<file path="src/rtl/fp32_dot_sequencer.sv">
// -----------------------------------------------------------------------------
// fp32_dot_sequencer
//
// Computes an FP32 dot product of programmable length. A start command loads
// the element count and clears the accumulator. Each operand pair accepted on
// the op stream is multiplied and added into a registered accumulator through
// one combinational FP32 multiplier + adder (acc + alpha*bravo, with a separate
// rounding step after each operation). The final sum is offered on a
// valid/ready result port.
//
// Arithmetic: IEEE-754 binary32, round-to-nearest-even. NaN and Inf propagate
// (invalid operations return the canonical quiet NaN 0x7FC00000). Denormal
// inputs are read as zero, and results that would be denormal flush to zero.
// No exception flags are produced.
//
// Ports:
//   clk, rst                       clock; synchronous active-high reset
//   start_valid/start_ready        start command handshake
//   start_len[LEN_WIDTH-1:0]       number of operand pairs (0 = empty sum)
//   op_valid/op_ready              operand pair handshake
//   op_alpha, op_bravo [31:0]      FP32 operands
//   res_valid/res_ready            result handshake
//   res_data [31:0]                FP32 dot-product result
//   busy                           high in any state other than IDLE
//
// Optional build macro FP32_DOT_SEQ_PIPE_EN:
//   Adds an operand stage register in front of the MAC and a one-cycle DRAIN
//   state. The result then appears 2 cycles after the last operand handshake
//   instead of 1. Throughput stays one pair per cycle.
// -----------------------------------------------------------------------------
module fp32_dot_sequencer #(
  parameter int LEN_WIDTH = 8
) (
  input  logic                 clk,
  input  logic                 rst,
  input  logic                 start_valid,
  output logic                 start_ready,
  input  logic [LEN_WIDTH-1:0] start_len,
  input  logic                 op_valid,
  output logic                 op_ready,
  input  logic [31:0]          op_alpha,
  input  logic [31:0]          op_bravo,
  output logic                 res_valid,
  input  logic                 res_ready,
  output logic [31:0]          res_data,
  output logic                 busy
);

  localparam logic [31:0] QNAN = 32'h7FC0_0000;

  typedef enum logic [1:0] {
    S_IDLE,
    S_RUN,
`ifdef FP32_DOT_SEQ_PIPE_EN
    S_DRAIN,
`endif
    S_DONE
  } state_t;

  // Leading-zero count of a 27-bit value (0 when the value is zero).
  function automatic logic [4:0] lzc27(input logic [26:0] v);
    logic [4:0] n;
    logic       found;
    n     = 5'd0;
    found = 1'b0;
    for (int i = 26; i >= 0; i--) begin
      if (!found && v[i]) begin
        n     = 5'(26 - i);
        found = 1'b1;
      end
    end
    return n;
  endfunction

  function automatic logic [31:0] fp_mul(input logic [31:0] a, input logic [31:0] b);
    logic               a_nan, b_nan, a_inf, b_inf, a_zero, b_zero, sgn;
    logic        [47:0] prod;
    logic        [23:0] mant;
    logic        [24:0] rnd;
    logic               g, st;
    logic signed [9:0]  ex;
    logic        [31:0] r;
    a_nan  = (a[30:23] == 8'hFF) && (a[22:0] != 23'd0);
    b_nan  = (b[30:23] == 8'hFF) && (b[22:0] != 23'd0);
    a_inf  = (a[30:23] == 8'hFF) && (a[22:0] == 23'd0);
    b_inf  = (b[30:23] == 8'hFF) && (b[22:0] == 23'd0);
    a_zero = (a[30:23] == 8'h00);
    b_zero = (b[30:23] == 8'h00);
    sgn    = a[31] ^ b[31];
    prod   = {24'd0, 1'b1, a[22:0]} * {24'd0, 1'b1, b[22:0]};
    ex     = $signed({2'b00, a[30:23]}) + $signed({2'b00, b[30:23]}) - 10'sd127;
    // The 24x24 product lies in [1,4); normalise to [1,2) keeping guard/sticky.
    if (prod[47]) begin
      mant = prod[47:24];
      g    = prod[23];
      st   = |prod[22:0];
      ex   = ex + 10'sd1;
    end else begin
      mant = prod[46:23];
      g    = prod[22];
      st   = |prod[21:0];
    end
    rnd = {1'b0, mant} + {24'd0, g & (st | mant[0])};
    if (rnd[24]) begin
      rnd = rnd >> 1;
      ex  = ex + 10'sd1;
    end
    if (ex >= 10'sd255)   r = {sgn, 8'hFF, 23'd0};
    else if (ex <= 10'sd0) r = {sgn, 31'd0};
    else                  r = {sgn, ex[7:0], rnd[22:0]};
    if (a_nan || b_nan || (a_inf && b_zero) || (b_inf && a_zero)) r = QNAN;
    else if (a_inf || b_inf)                                      r = {sgn, 8'hFF, 23'd0};
    else if (a_zero || b_zero)                                    r = {sgn, 31'd0};
    return r;
  endfunction

  function automatic logic [31:0] fp_add(input logic [31:0] a, input logic [31:0] b);
    logic               a_nan, b_nan, a_inf, b_inf, a_zero, b_zero;
    logic        [31:0] big, sml, r;
    logic        [7:0]  diff;
    logic        [26:0] bm, sm, sa, m;
    logic        [27:0] sum;
    logic        [24:0] rnd;
    logic        [4:0]  lz;
    logic               g, st;
    logic signed [9:0]  ex;
    a_nan  = (a[30:23] == 8'hFF) && (a[22:0] != 23'd0);
    b_nan  = (b[30:23] == 8'hFF) && (b[22:0] != 23'd0);
    a_inf  = (a[30:23] == 8'hFF) && (a[22:0] == 23'd0);
    b_inf  = (b[30:23] == 8'hFF) && (b[22:0] == 23'd0);
    a_zero = (a[30:23] == 8'h00);
    b_zero = (b[30:23] == 8'h00);
    // Order by magnitude so the difference is never negative and the
    // result takes the sign of the larger operand.
    if (a[30:0] >= b[30:0]) begin
      big = a;
      sml = b;
    end else begin
      big = b;
      sml = a;
    end
    diff = big[30:23] - sml[30:23];
    // Mantissas carry 3 low bits (guard, round, sticky) for rounding.
    bm = {1'b1, big[22:0], 3'b000};
    sm = {1'b1, sml[22:0], 3'b000};
    if (diff >= 8'd27) begin
      sa = 27'd1;                      // entirely below the round bit: sticky only
    end else begin
      sa = sm >> diff;
      if ((sa << diff) != sm) sa[0] = 1'b1;
    end
    sum = (big[31] ^ sml[31]) ? ({1'b0, bm} - {1'b0, sa}) : ({1'b0, bm} + {1'b0, sa});
    ex  = $signed({2'b00, big[30:23]});
    lz  = 5'd0;
    if (sum[27]) begin
      m  = sum[27:1] | {26'd0, sum[0]};
      ex = ex + 10'sd1;
    end else begin
      lz = lzc27(sum[26:0]);
      m  = sum[26:0] << lz;
      ex = ex - $signed({5'd0, lz});
    end
    g   = m[2];
    st  = |m[1:0];
    rnd = {1'b0, m[26:3]} + {24'd0, g & (st | m[3])};
    if (rnd[24]) begin
      rnd = rnd >> 1;
      ex  = ex + 10'sd1;
    end
    if (sum == 28'd0)      r = 32'h0000_0000;   // exact cancellation gives +0
    else if (ex >= 10'sd255) r = {big[31], 8'hFF, 23'd0};
    else if (ex <= 10'sd0)   r = {big[31], 31'd0};
    else                   r = {big[31], ex[7:0], rnd[22:0]};
    if (a_nan || b_nan || (a_inf && b_inf && (a[31] != b[31]))) r = QNAN;
    else if (a_inf)              r = a;
    else if (b_inf)              r = b;
    else if (a_zero && b_zero)   r = {a[31] & b[31], 31'd0};
    else if (a_zero)             r = b;
    else if (b_zero)             r = a;
    return r;
  endfunction

  state_t               state_q, state_d;
  logic [31:0]          acc_q, acc_d;
  logic [LEN_WIDTH-1:0] rem_q, rem_d;
  logic [31:0]          mac_out;

`ifdef FP32_DOT_SEQ_PIPE_EN
  logic [31:0] alpha_q, alpha_d, bravo_q, bravo_d;
  logic        stage_valid_q, stage_valid_d;
  assign mac_out = fp_add(acc_q, fp_mul(alpha_q, bravo_q));
`else
  assign mac_out = fp_add(acc_q, fp_mul(op_alpha, op_bravo));
`endif

  always_comb begin
    // NOTE: every signal written here gets a default first, so no path
    // through the case leaves a value unassigned and no latch is inferred.
    state_d     = state_q;
    acc_d       = acc_q;
    rem_d       = rem_q;
    start_ready = 1'b0;
    op_ready    = 1'b0;
    res_valid   = 1'b0;
`ifdef FP32_DOT_SEQ_PIPE_EN
    stage_valid_d = 1'b0;
    alpha_d       = alpha_q;
    bravo_d       = bravo_q;
    // A staged pair is folded in one cycle after its handshake.
    if (stage_valid_q) acc_d = mac_out;
`endif
    case (state_q)
      S_IDLE: begin
        start_ready = !rst;
        if (start_valid && !rst) begin
          acc_d   = 32'h0000_0000;
          rem_d   = start_len;
          state_d = (start_len == '0) ? S_DONE : S_RUN;
        end
      end
      S_RUN: begin
        op_ready = 1'b1;
        if (op_valid) begin
          rem_d = rem_q - LEN_WIDTH'(1);
`ifdef FP32_DOT_SEQ_PIPE_EN
          stage_valid_d = 1'b1;
          alpha_d       = op_alpha;
          bravo_d       = op_bravo;
          if (rem_q == LEN_WIDTH'(1)) state_d = S_DRAIN;
`else
          acc_d = mac_out;
          if (rem_q == LEN_WIDTH'(1)) state_d = S_DONE;
`endif
        end
      end
`ifdef FP32_DOT_SEQ_PIPE_EN
      S_DRAIN: begin
        state_d = S_DONE;
      end
`endif
      S_DONE: begin
        res_valid = 1'b1;
        if (res_ready) state_d = S_IDLE;
      end
      default: begin
        state_d = S_IDLE;
      end
    endcase
  end

  assign res_data = acc_q;
  assign busy     = (state_q != S_IDLE);

  // NOTE: sequential state uses non-blocking assignments so every flop
  // samples its _d value from before this edge, independent of statement order.
  always_ff @(posedge clk) begin
    if (rst) begin
      state_q <= S_IDLE;
      acc_q   <= 32'h0000_0000;
      rem_q   <= '0;
`ifdef FP32_DOT_SEQ_PIPE_EN
      stage_valid_q <= 1'b0;
`endif
    end else begin
      state_q <= state_d;
      acc_q   <= acc_d;
      rem_q   <= rem_d;
`ifdef FP32_DOT_SEQ_PIPE_EN
      stage_valid_q <= stage_valid_d;
`endif
    end
  end

`ifdef FP32_DOT_SEQ_PIPE_EN
  // NOTE: the operand stage is pure datapath qualified by stage_valid_q, so
  // it is left without reset; only the valid bit needs a defined value.
  always_ff @(posedge clk) begin
    alpha_q <= alpha_d;
    bravo_q <= bravo_d;
  end
`endif

endmodule

</file>
<file path="config.mk">
export PLATFORM = sky130hd
export DESIGN_NAME = fp32_dot_sequencer
export DESIGN_NICKNAME = d
export VERILOG_FILES = /design/src/rtl/fp32_dot_sequencer.sv
export SDC_FILE = /design/constraint.sdc
export NUM_CORES = 2
export LEC_CHECK = 0
export ABC_CLOCK_PERIOD_IN_PS = 37200
export BUFFER_PORTS_ARGS = -buffer_cell sky130_fd_sc_hd__buf_4
export CAP_MARGIN = 15
export CORE_ASPECT_RATIO = 0.9
export CORE_MARGIN = 2
export CORE_UTILIZATION = 45
export DETAILED_ROUTE_END_ITERATION = 7
export SLEW_MARGIN = 20
export SYNTH_ARGS = -nofsm -noshare
export SYNTH_HDL_FRONTEND = slang
export SYNTH_SLANG_ARGS = --single-unit
export TNS_END_PERCENT = 10
</file>
<file path="constraint.sdc">
create_clock -name clk -period 37.2 [get_ports clk]
set_clock_uncertainty 0.15 [all_clocks]
set_input_delay 9.3 -clock clk [delete_from_list [all_inputs] [get_ports clk]]
set_output_delay 9.3 -clock clk [all_outputs]
set_load 0.05 [all_outputs]
</file>
==> out/summary.txt <==
cell with the largest stage delay on the worst path - nor4_1
DRC - 23
Clock Tree Buf Depth - 2
largest net degree at the start of global routing - 63
CP required - 37260 ps
CP bufs+invs - 19
GRT overflow - 0
Setup crit end kind - flip-flop
CTS tree - done
Starting Density - 45.5%
row cnt - 102
Core Region - 86300 µm²
Clk pin slew, worst setup/hold paths - 70 ps
Routed WL per cell - 26.1 µm
post-route ant nets - 0
Mapped Cells - 5280
Max Slew Vio Count - 0
sequential area share after synthesis - 2.14%
Detailed Route WL - 166000 µm
Layout Cells excl Fill - 6373
f_max - 27.9 MHz
layout cells sized above 1 - 8.59%
flip-flop and latch area - 841 µm²
Placed Area - 41200 µm²
R2R Path End - res_data[3]
worst min-delay path class - flip-flop to flip-flop
Largest delay share family, worst path - compound AO/OA/AOI/OAI gates
count of cell types in the netlist - 136
Place WS - 1160 ps
total number of vias - 41200
syn nets - 6123
Placed Instances - 6359
Die Ht - 284 µm
Clock Tree Root - clkbuf_16
Detailed Routing Iterations Pass 1 - 8
CP peak stage delay - 680 ps
Data arrival, critical path - 35940 ps
fraction of registers with async set/reset - 0%
Ports - 113
worst-path fanout max - 24
launching point of the worst reg2reg path - res_data[25]
vias in the first global route - 40200
fin area - 41500 µm²
DR vias/cell - 6.46
die area - 89600 µm²
Reg2Reg Setup Slack - 19760 ps
cell depth of the worst flop-to-flop path - 57
fillers - 8962
critical path class - primary input to flip-flop
prevailing post-synth register cell - dfxtp_1
failing checks - design-rule violations
CTS Buf Count - 5
Max-Cap Viols - 0
run status - finished, violations left
endpoints failing setup - 0
worst skew pair latency - 290 ps
# H-tree levels - 2
Final Util - 48.1%
initial DRC count - 4925
end of the worst hold path - rem_q[7]
initial antenna violation count - 8
synth warn - 0
Critical Path Most Common Cell - inv_1
PortBufs - 112
Slew @ Worst Pin - 1360 ps
clk sinks - 42
nets@finish - 6066
global-route wire length before repair - 253000 µm
Syn Area/Cell - 7.43 µm²
Fin. Hold Viols - 0
Yosys reg bits - 42
Area Overhead vs Synth - 5.85%
Slew HR - 8.66%
Multi-input gate area - 34600 µm²
Period minus WS final - 35880 ps
CP Launch Type - primary input
Final WS setup - 1320 ps
Final period util - 96.5%
Post-synth EDFFs - 0
Worst Hold Launch - rem_q[7]
DP Wirelength - 135000 µm
Hold Path Stages - 2
Total GRT Usage - 36.7%
Final GP Congestion - 1.05
cell area after synthesis - 39200 µm²
Die X - 315 µm
synthesized netlist by cell type (all sizes together), types with 84 or more instances:
| master | count | share of area (%) |
|---|---|---|
| nand3 | 111 | 1.5 |
| inv | 710 | 6.8 |
| o21ai | 248 | 3.2 |
| fa | 485 | 25 |
| ha | 281 | 9.0 |
| a21oi | 270 | 3.5 |
| clkbuf | 210 | 2.0 |
| nand2 | 639 | 6.2 |
| xnor2 | 95 | 2.1 |
| nor3 | 141 | 1.9 |
| nor2 | 345 | 3.3 |
| and2 | 285 | 4.6 |
| nand4 | 84 | 1.5 |
metrics by stage:
stage	TNS [ps]	hold slack [ps]
final	0	367
after global routing	-865	384
after CTS	0	362
after detailed placement	0	349
after global placement	0	337
after floorplan	0	317
cell type report:
| class | count | share of cell area, % |
|---|---|---|
| Multi-Input combinational cell | 4230 | 83.4 |
| Inverter | 715 | 6.47 |
| Timing Repair Buffer | 229 | 4.17 |
| Tap cell | 1144 | 3.45 |
| Sequential cell | 42 | 2.02 |
| Clock buffer | 5 | 0.301 |
| Clock inverter | 3 | 0.166 |
| Antenna cell | 5 | 0.0301 |
cells by family after synthesis:
logic type	share of synthesized area, %
buf+inv	10.1
xor+xnor	2.81
mux	2.58
flops	2.14
compound gates	23.7
fa+ha+maj	33.7
simple gates	25.0
worst reg2reg max path: cells and delay by family, from the launching register on:
kind	cells	cell delay [ps]
AOI/OAI and AO/OA	27	8480
xor gates and xnor gates	1	310
adders and majority gates	4	1480
buffers and inverters	6	1070
DFF	1	720
and+or+nand+nor	19	5160
flip-flops by register name (all words and copies together) (netlist names):
register,flops
res_data,32
rem_q,8
state_q,2
worst max path at each step:
stage | from | end | cells after the start
after global placement | op_bravo[8] | res_data[7] | 105
after floorplan | op_bravo[12] | res_data[1] | 108
final | op_bravo[12] | res_data[3] | 97
after CTS | op_bravo[0] | res_data[17] | 94
after global routing | op_bravo[12] | res_data[7] | 105
after detailed placement | op_bravo[0] | res_data[21] | 94
cells in the final DEF, fill, tap and decap left out, drive strengths merged, types with 82 or more instances in the layout:
cell   count
ha       281
nor4      82
nor3     141
fa       485
o21ai    248
xnor2     95
nor2     345
a21oi    270
buf      229
nand3    111
nand4     84
and2     285
inv      710
nand2    639
metal layers:
metal / vias to the layer above / share of wire [%] / track usage (%)
met5: - / 0.0078 / 0
met4: 2 / 2.1 / 6.79
met3: 275 / 13 / 12.0
met2: 2380 / 40 / 51.2
met1: 20300 / 45 / 54.7
li1: 18200 / - / -
what timing repair did:
item                                    CTS  global route
setup buffers                             0             1
gates resized for setup                   0            21
hold buffers                              0             0
endpoints found under the setup margin    0            31
Power is not shown: default switching activity piles up to over one toggle a cycle in this logic, so the estimate is an artifact.
